===== src/rtl/instr_issue_unit.sv =====
// rtl/instr_issue_unit.sv - program memory, PC sequencer and valid/ready IR issue to the core
module instr_issue_unit #(
    parameter int DEPTH = 16,
    parameter int AW    = 4,
    parameter int IW    = 32
) (
    input  logic          clk,
    input  logic          sys_rst,
    input  logic          load_en,
    input  logic [AW-1:0] load_addr,
    input  logic [IW-1:0] load_data,
    input  logic [AW:0]   prog_len,
    input  logic          start,
    input  logic          halt,
    output logic [IW-1:0] ir_out,
    output logic          ir_valid,
    input  logic          ir_ready,
    output logic [AW-1:0] pc,
    output logic [AW:0]   issued_cnt,
    output logic          busy,
    output logic          done,
    output logic          err
);

    localparam logic [1:0] S_IDLE  = 2'd0;
    localparam logic [1:0] S_FETCH = 2'd1;
    localparam logic [1:0] S_ISSUE = 2'd2;
    localparam logic [1:0] S_DONE  = 2'd3;

    localparam logic [AW:0] DEPTH_L = (AW+1)'(DEPTH);

    logic [IW-1:0] r_mem [DEPTH];
    logic [1:0]    r_state;
    logic [IW-1:0] r_ir;
    logic          r_valid;
    logic [AW-1:0] r_pc;
    logic [AW:0]   r_cnt;
    logic [AW:0]   r_len;
    logic          r_err;

    logic w_busy;
    logic w_len_ok;
    logic w_accept;
    logic w_last;

    assign w_busy   = (r_state == S_FETCH) || (r_state == S_ISSUE);
    assign w_len_ok = (prog_len != '0) && (prog_len <= DEPTH_L);
    assign w_accept = (r_state == S_ISSUE) && r_valid && ir_ready;
    assign w_last   = ({1'b0, r_pc} == (r_len - 1'b1));

    // Writes are only taken while no run is in progress, so an active program is never altered.
    always_ff @(posedge clk) begin
        if (load_en && !w_busy) begin
            r_mem[load_addr] <= load_data;
        end
    end

    always_ff @(posedge clk or posedge sys_rst) begin
        if (sys_rst) begin
            r_state <= S_IDLE;
            r_ir    <= '0;
            r_valid <= 1'b0;
            r_pc    <= '0;
            r_cnt   <= '0;
            r_len   <= '0;
            r_err   <= 1'b0;
        end else begin
            r_err <= load_en && w_busy;
            case (r_state)
                S_IDLE: begin
                    if (start) begin
                        if (w_len_ok) begin
                            r_len   <= prog_len;
                            r_pc    <= '0;
                            r_cnt   <= '0;
                            r_state <= S_FETCH;
                        end else begin
                            r_err <= 1'b1;
                        end
                    end
                end
                S_FETCH: begin
                    if (halt) begin
                        r_valid <= 1'b0;
                        r_state <= S_IDLE;
                    end else begin
                        r_ir    <= r_mem[r_pc];
                        r_valid <= 1'b1;
                        r_state <= S_ISSUE;
                    end
                end
                S_ISSUE: begin
                    // An accept coinciding with halt still counts before the run is aborted.
                    if (w_accept) begin
                        r_cnt   <= r_cnt + 1'b1;
                        r_valid <= 1'b0;
                        if (halt) begin
                            r_state <= S_IDLE;
                        end else if (w_last) begin
                            r_state <= S_DONE;
                        end else begin
                            r_pc    <= r_pc + 1'b1;
                            r_state <= S_FETCH;
                        end
                    end else if (halt) begin
                        r_valid <= 1'b0;
                        r_state <= S_IDLE;
                    end
                end
                default: begin
                    r_state <= S_IDLE;
                end
            endcase
        end
    end

    assign ir_out     = r_ir;
    assign ir_valid   = r_valid;
    assign pc         = r_pc;
    assign issued_cnt = r_cnt;
    assign busy       = w_busy;
    assign done       = (r_state == S_DONE);
    assign err        = r_err;

endmodule


===== config.mk =====
export PLATFORM = sky130hd
export DESIGN_NAME = instr_issue_unit
export DESIGN_NICKNAME = d
export VERILOG_FILES = /design/src/rtl/instr_issue_unit.sv
export SDC_FILE = /design/constraint.sdc
export NUM_CORES = 1
export LEC_CHECK = 0
export ABC_AREA = 1
export BUFFER_PORTS_ARGS = -buffer_cell sky130_fd_sc_hd__buf_2
export CORE_MARGIN = 3
export CORE_UTILIZATION = 35
export CTS_CLUSTER_DIAMETER = 80
export DETAILED_ROUTE_END_ITERATION = 6
export GPL_TIMING_DRIVEN = 1
export PLACE_DENSITY = 0.51
export SLEW_MARGIN = 0
export SYNTH_ARGS = -nofsm -noshare
export SYNTH_HDL_FRONTEND = slang
export SYNTH_SLANG_ARGS = --single-unit

===== constraint.sdc =====
create_clock -name clk -period 4 [get_ports clk]
set_input_delay 0 -clock clk [delete_from_list [all_inputs] [get_ports clk]]
set_output_delay 0 -clock clk [all_outputs]
set_load 0.005 [all_outputs]

### Word level (Yosys, flattened, before mapping)

Memories as Yosys holds them, arrays and structs flattened. A register that Yosys moved wholly into a read port is not among the register bits.
Index checks and enable logic that the tools add are counted.

* reductions and logical operators: 17
* multiplexer cells: 27
* $add $sub $neg: 3
* $lt $le $gt $ge: 1
* eq/ne operators: 10
* bitwise operators: 1

Operators by type and width (count)
* $mux 4: 5
* $mux 5: 3
* $mux 2: 7
* $ne 2x2->1 const B: 5
* $pmux 5 s2: 1
* $mux 1: 8
* $pmux 4 s2: 1
* $pmux 2 s3: 1
* $reduce_and 3->1: 2
* $reduce_and 6->1: 1
* $add 5x1->5 const B: 1
* $eq 4x5->1: 1
* $le 5x5->1 const B: 1
* $logic_and 1x1->1: 5
* $reduce_bool 5->1: 1
* $sub 5x1->5 const B: 1
* $add 4x1->4 const B: 1
* $eq 2x2->1 const B: 2
* $reduce_and 2->1: 2
* $reduce_and 4->1: 1
* $reduce_bool 2->1: 2
* $ne 3x3->1 const B: 1
* $eq 2x1->1 const B: 1
* $logic_not 2->1: 1
* other kinds (4): 4

* bits of input ports: 47
* bits in registers: 18
* memories kept: 1
* output and inout port bits: 45
* RAM bits: 512
* logic and storage cells: 66

Memory list
* r_mem: depth 16, bits a word 32, read ports 1, clocked after memory_dff 1, write ports 1, line 32 `logic [IW-1:0] r_mem [DEPTH];`

### Longest topological paths before layout

Gate-level depths: netlist of the first run.

* word-level depth: 6
* mapped depth: 14
* depth with buffers taken out: 14

### Worst setup path after synthesis of the first run

No wires, ideal clock.

* path type: register to register
* from: register r_state[0]
* to: memory r_mem[3][0], enable pin
* slack: 254 ps
* library setup time: 461 ps
* cell stages (with the launch flop): 6
* path buffers: 0
* clock period less this slack: 3746 ps
* data required time: 3539 ps
* data arrival time: 3285 ps
* cell sequence: dfrtp_1 inv_1 ha_1 inv_1 nand2_1 nor3_1

* longest elaborated chain between the ends: 6
* elaborated cells on any way between the ends: 7
* classes of those cells: eq/ne: 2; mux: 2; reduce/logical: 3

RTL lines
* start: declaration: line 33 `logic [1:0] r_state;`
* start signal: assignment: line 60 `r_state <= S_IDLE;`
* start signal: assignment: line 76 `r_state <= S_FETCH;`
* start signal: assignment: line 85 `r_state <= S_IDLE;`
* $eq 2x1->1 or $eq 2x2->1 (tied branches): line 46 `assign w_busy = (r_state == S_FETCH) || (r_state == S_ISSUE);`
* $logic_or 1x1->1 *: line 46
* net busy: line 20 `output logic busy,`
* $logic_not 1->1 *: line 53 `if (load_en && !w_busy) begin`
* $logic_and 1x1->1 *: line 53
* $mux 1 *: line 53
* $mux 1 (implied by the code) *: line 54 `r_mem[load_addr] <= load_data;`
* end: declaration: line 32

The timed path passes the listed nets; every way through them passes the cells marked *.

### Final worst setup path of the first run

* from: register r_state[0]
* to: memory r_mem[13][16], enable pin

* longest elaborated chain between the ends: 6
* elaborated cells on any way between the ends: 7
* classes of those cells: eq/ne: 2; mux: 2; reduce/logical: 3

RTL lines (line)
* $eq 2x1->1 or $eq 2x2->1 (tied branches): 46
* $logic_or 1x1->1 *: 46
* $logic_not 1->1 *: 53
* $logic_and 1x1->1 *: 53
* $mux 1 *: 53
* $mux 1 (implied by the code) *: 54

Every way passes the cells marked *; elsewhere a longest branch is shown, timed or not.

==> impl_metrics.env, run 1 <==
export IMPL_yosysTopAreaCell="edfxtp_1"
export IMPL_dieArea_um2=67400
export IMPL_clk_latency_ns=0.62
export IMPL_slowest_delay_ns=0.62
export IMPL_drt_initial_drc_count=1092
export IMPL_grt_overflow=0
export IMPL_gr_usage_all_layers_pct=17.9
export IMPL_end_kind="register"
export IMPL_vias=14500
export IMPL_htree_levels=2
export IMPL_clock_path_buffers=3
export IMPL_drive_gt1_share_pct=12.0
export IMPL_tightest_slew_ns=1.12
export IMPL_syn_nets=1895
export IMPL_drc=0
export IMPL_ys_seq_area_share_pct=73.9
export IMPL_final_cell_area_um2=26400
export IMPL_ys_ff_latch=562
export IMPL_cts_root_buf="clkbuf_16"
export IMPL_cts_tree="yes"
export IMPL_antenna_found_initial=1
export IMPL_chipWidth_um=260
export IMPL_setup_viol=0
export IMPL_syn_avg_cell_area_um2=12.2
export IMPL_cts_inserted_buffers=59
export IMPL_crit_path_frequent_cell="inv_1"
export IMPL_synth_top_cell_area_share_pct=68.3
export IMPL_crit_required_ns=4.27
export IMPL_drt_total_wl_um=60400
export IMPL_final_cell_mix="517 x nand2_1, 512 x edfxtp_1, 168 x nand3_1"
export IMPL_grt_pass1_vias=14200
export IMPL_status="finished, final reports clean"
export IMPL_place_hpwl_um=32600
export IMPL_arrival_ns=3.36
export IMPL_fin_nets=2041
export IMPL_max_freq_ghz=0.324
export IMPL_core_area_um2=63300
export IMPL_synthesis_area_um2=22500
export IMPL_drv_cap=0
export IMPL_cts_sinks=562
export IMPL_antenna_left=0
export IMPL_slew_headroom_pct=25.0
export IMPL_routedWlPerCell_um=20.9
export IMPL_grt_pass1_wl_um=91100
export IMPL_netlist_instances=1841
export IMPL_postCtsSetupBuffers=0
export IMPL_leakage_nw=9.58
export IMPL_fin_crit_sh_pct=77.2
export IMPL_synth_distinct_cells=25
export IMPL_areaGrowthSynthToFinish_pct=17.4
export IMPL_path_cells="inv_1 > ha_1 > inv_1 > nand2_1 > inv_1 > nand3_1 > nor2_4 > buf_4"
export IMPL_vdd_drop_max_uv=368
export IMPL_fin_util_pct=41.7
export IMPL_synth_warnings=0
export IMPL_final_common_cell="nand2_1"
export IMPL_hp_class="in -> reg"
export IMPL_min_period_ns=3.09
export IMPL_synth_top_cells_by_area="edfxtp_1 68%, nand2_1 8.6%, dfrtp_1 5.6%, nand3_1 3.7%, a21oi_1 2.6%"
export IMPL_critPathKind="reg -> reg"
export IMPL_ios=92
export IMPL_path_max_fanout=17
export IMPL_n_fill_cell=5942
export IMPL_rows=92
export IMPL_tns_ns=0
export IMPL_post_dp_cell_area_um2=24000
export IMPL_rsz0062_at_grt="no"
export IMPL_start_kind="register"
export IMPL_grt_max_degree=112
export IMPL_viasPerCell=5.03
export IMPL_gp_congestion=0.796
export IMPL_power_density_nw_per_um2=602
export IMPL_maxSlewViolCount=0
export IMPL_hold_viol=0
export IMPL_slowest_stage="nor2_4"
export IMPL_die_h_um=260
export IMPL_port_buffers=91
export IMPL_drt_first_pass_iters=7
export IMPL_clk_pin_slew_ns=0.06
export IMPL_skew_ns=0.0256
export IMPL_start_util_pct=35.6
==> cell families (layout without fill, tap and decap cells) <==
kind of cell             Yosys count  in the layout  synth area share [%]
multiplexers                      30             30                  1.33
adder cells (fa/ha/maj)            7              7                 0.389
buffers and inverters            135            332                  2.94
flip-flops                       562            562                  73.9
AO/OA/AOI/OAI                    267            267                  6.29
XOR/XNOR                           5              5                 0.195
other                              0              1                     0
AND/OR/NAND/NOR                  835            835                  15.0
==> path summary, 6_finish.rpt <==
kind	from	end	slack (ns)	cells after the start
max	r_state[0]$_DFFE_PP0P_	r_mem[13][16]$_DFFE_PP_	0.91	8
min	load_addr[1]	r_mem[6][9]$_DFFE_PP_	0.16	3
max reg2reg	r_state[0]$_DFFE_PP0P_	r_mem[13][16]$_DFFE_PP_	0.91	8
min reg2reg	ir_out[8]$_DFFE_PP0P_	ir_out[8]$_DFFE_PP0P_	0.48	2
max in group asynchronous	sys_rst	pc[1]$_DFFE_PP0P_	2.88	4
min in group asynchronous	sys_rst	ir_out[12]$_DFFE_PP0P_	0.19	3
==> final cells by class <==
cell class / instances / area [µm²] / share of cell area (%)
flip-flops and latches: 562 / 16600 / 63.0
clock buffers: 82 / 1610 / 6.08
inverters: 30 / 119 / 0.450
well taps: 846 / 1060 / 4.01
clock inverters: 30 / 304 / 1.15
diodes: 1 / 2.50 / 0.00947
repair buffers: 190 / 1370 / 5.17
multi-input cells: 1144 / 5320 / 20.2
==> cell usage after synthesis (all sizes together) <==
cell type  number
xnor2           2
dfrtp          50
nand3         168
ha              7
nand4           1
a21oi         119
xor2            3
o21ai         101
inv            30
edfxtp        512
nand2         520
nor3            9
o22ai          30
or2             4
clkbuf         31
buf            74
o31ai          17
nor2          133
mux2i          30
==> metrics by stage <==
stage | worst slack [ns] | power, W | std cells | hold slack, ns
2_1_floorplan | 0.254 | 0.00943 | 1841 | 0.0989
3_3_place_gp | 1.02 | 0.0105 | 2720 | 0.251
3_5_place_dp | 0.930 | 0.0105 | 2720 | 0.240
4_1_cts | 0.912 | 0.0161 | 2884 | 0.122
5_1_grt | 0.724 | 0.0167 | 2884 | 0.167
6_report | 0.912 | 0.0159 | 2885 | 0.159
==> critical path, delay by kind of cell (launching register included) <==
kind                     cells  cell delay (ns)
AND/OR/NAND/NOR              3             1.24
adder cells (fa/ha/maj)      1             0.34
flip-flops                   1             0.40
buffers and inverters        4             0.75
==> sequential cells by signal, indices dropped and copies added (netlist names) <==
signal      count
err             1
ir_out         32
ir_valid        1
issued_cnt      5
pc              4
r_len           5
r_mem         512
r_state         2
==> repair_timing <==
action | CTS | global route
endpoints found under the setup margin | 0 | 0
hold buffers | 52 | 0
gates resized for setup | 0 | 0
endpoints found under the hold margin | 558 | 0
==> power by group <==
| group | internal (W) | switching (W) |
|---|---|---|
| sequential | 0.00677 | 0.000308 |
| combinational | 0.00113 | 0.00225 |
| clock | 0.00318 | 0.00225 |
==> layer usage <==
layer | GRT usage, % | part of all wire [%] | wire [µm]
met3 | 3.24 | 6.0 | 3640
met5 | 0 | 0 | 0
met1 | 25.7 | 46 | 27900
met4 | 4.64 | 1.9 | 1180
met2 | 28.2 | 46 | 27700
Note: power is estimated with default switching activity, not from simulation.
==> run 2, diff against run 1 <==
==> constraint.sdc (replaced) <==
create_clock -name clk -period 3.2 [get_ports clk]
set_input_delay 0 -clock clk [delete_from_list [all_inputs] [get_ports clk]]
set_output_delay 0 -clock clk [all_outputs]
set_load 0.005 [all_outputs]
==> run 2 against run 1 <==
Against the previous run: hold slack got worse by 0.089 ns; non-clock buffer count shrank 2; sequential cell count unchanged; clock skew decreased by 0.0044 ns; sequential share of layout area shrank 0.20 points; via count is 1.3% lower; routed wire length is 5.4% lower; combinational power increased by 29%; total power grew 24%.
==> impl_metrics.env, run 2 (synthesis gave the netlist of run 1 again) <==
export IMPL_status="finished, final reports clean"
export IMPL_start_kind="register"
export IMPL_dieArea_um2=67400
export IMPL_drive_gt1_share_pct=12.1
export IMPL_final_cell_mix="517 x nand2_1, 512 x edfxtp_1, 168 x nand3_1"
export IMPL_clk_latency_ns=0.62
export IMPL_max_freq_ghz=0.366
export IMPL_critPathTopFamily="simple AND/OR/NAND/NOR gates"
export IMPL_final_common_cell="nand2_1"
export IMPL_leakage_nw=9.59
export IMPL_drt_first_pass_iters=4
export IMPL_postCtsSetupBuffers=0
export IMPL_place_hpwl_um=30900
export IMPL_core_area_um2=63300
export IMPL_worst_r2r_path_depth=8
export IMPL_end_kind="register"
export IMPL_path_cells="inv_1 > ha_1 > inv_1 > nand2_1 > inv_1 > nand3_1 > nor2_4 > buf_4"
export IMPL_grt_pass1_vias=14200
export IMPL_rr_endpoint="r_mem[13][24]$_DFFE_PP_"
export IMPL_routedWlPerCell_um=19.9
export IMPL_largest_reg_flops=512
export IMPL_rows=92
export IMPL_areaGrowthSynthToFinish_pct=17.7
export IMPL_maxSlewViolCount=0
export IMPL_rsz0062_at_grt="no"
export IMPL_tightest_slew_ns=0.784
export IMPL_hp_class="in -> async"
export IMPL_vias=14300
export IMPL_skew_ns=0.0212
export IMPL_start_util_pct=35.6
export IMPL_viasPerCell=4.98
export IMPL_critPathKind="reg -> reg"
export IMPL_crit_buf_inv=4
export IMPL_gp_congestion=0.770
export IMPL_slew_headroom_pct=47.7
export IMPL_grt_pass1_wl_um=87900
export IMPL_drt_initial_drc_count=1156
export IMPL_drt_total_wl_um=57200
export IMPL_chipWidth_um=260
export IMPL_cts_sinks=562
export IMPL_hold_viol=0
export IMPL_cts_tree="yes"
export IMPL_htree_levels=2
export IMPL_grt_overflow=0
export IMPL_fin_nets=2038
export IMPL_port_buffers=91
export IMPL_crit_required_ns=3.44
export IMPL_fin_hold_ws_ns=0.0702
export IMPL_vdd_drop_max_uv=613
export IMPL_arrival_ns=2.97
export IMPL_drv_cap=0
export IMPL_clk_pin_slew_ns=0.06
export IMPL_antenna_left=0
export IMPL_slowest_stage="buf_4"
export IMPL_rrSetupSlack_ns=0.47
export IMPL_cts_repair_resize_count=0
export IMPL_grt_max_degree=149
export IMPL_regMostFlops="r_mem"
export IMPL_clock_path_buffers=3
export IMPL_rr_startpoint="r_state[0]$_DFFE_PP0P_"
export IMPL_power_density_nw_per_um2=747
export IMPL_tns_ns=0
export IMPL_finalPower_w=0.0198
export IMPL_gr_usage_all_layers_pct=16.9
export IMPL_setup_viol=0
export IMPL_slowest_delay_ns=0.45
export IMPL_cts_root_buf="clkbuf_16"
export IMPL_crit_path_frequent_cell="inv_1"
export IMPL_ios=92
export IMPL_drc=0
export IMPL_fin_crit_sh_pct=85.4
export IMPL_path_max_fanout=32
export IMPL_die_h_um=260
export IMPL_min_period_ns=2.73
export IMPL_antenna_found_initial=1
export IMPL_cts_inserted_buffers=58
==> run 2: changes by cell type in the layout (fill, tap and decap cells not counted), sizes merged <==
cell | previous run | this run
buf | 138 | 135
bufinv | 6 | 7
clkbuf | 82 | 71
clkinv | 24 | 26
diode | 1 | 2
dlygate4sd3 | 52 | 53
==> run 2: per-stage QoR <==
step,util [%],instance area (µm²),setup WS [ns],cells
6_report,41.9,26500,0.469,2876
5_1_grt,41.8,26500,0.273,2874
4_1_cts,41.8,26500,0.455,2874
3_5_place_dp,38.0,24100,0.477,2717
3_3_place_gp,38.0,24100,0.581,2717
2_1_floorplan,-,22500,-0.546,1841
==> run 2: final cells by class <==
| cell class | instances | area [µm²] |
|---|---|---|
| Timing Repair Buffer | 188 | 1480 |
| Inverter | 30 | 119 |
| Sequential cell | 562 | 16600 |
| Clock inverter | 33 | 358 |
| Multi-Input combinational cell | 1144 | 5320 |
| Fill cell | 5908 | 36800 |
| Clock buffer | 71 | 1520 |
| Antenna cell | 2 | 5.00 |
| Tap cell | 846 | 1060 |
==> run 2: worst max path at each step <==
stage / start / end / slack [ns] / depth (start not counted)
6_report: r_state[0]$_DFFE_PP0P_ / r_mem[13][24]$_DFFE_PP_ / 0.47 / 8
5_1_grt: r_state[0]$_DFFE_PP0P_ / r_mem[13][22]$_DFFE_PP_ / 0.27 / 8
4_1_cts: r_state[0]$_DFFE_PP0P_ / r_mem[13][24]$_DFFE_PP_ / 0.46 / 8
3_5_place_dp: r_state[0]$_DFFE_PP0P_ / r_mem[13][5]$_DFFE_PP_ / 0.48 / 8
3_3_place_gp: r_state[0]$_DFFE_PP0P_ / r_mem[13][31]$_DFFE_PP_ / 0.58 / 8
2_1_floorplan: r_state[0]$_DFFE_PP0P_ / r_mem[3][0]$_DFFE_PP_ / -0.55 / 5
==> run 2: repair_timing <==
item / 4_1_cts / 5_1_grt
hold buffers: 53 / 0
hold endpoints to repair: 551 / 0
endpoints found under the setup margin: 0 / 0
==> run 2: per-layer routing <==
metal,wire length (µm),vias to the layer above,track usage [%]
met5,0,-,0
met4,1190,0,4.42
met3,2360,79,2.51
met2,27000,307,27.1
met1,26600,7140,24.2
li1,-,6795,-
==> run 2: worst min-delay path, stage by stage <==
cell and delay [ns]:
dlygate4sd3_1 0.53, buf_2 0.12, inv_2 0.53
==> run 2: where the power goes <==
part / internal (W) / switching (W) / total (W)
clock network: 0.00393 / 0.00279 / 0.00672
logic: 0.00144 / 0.00290 / 0.00435
registers: 0.00847 / 0.000243 / 0.00871
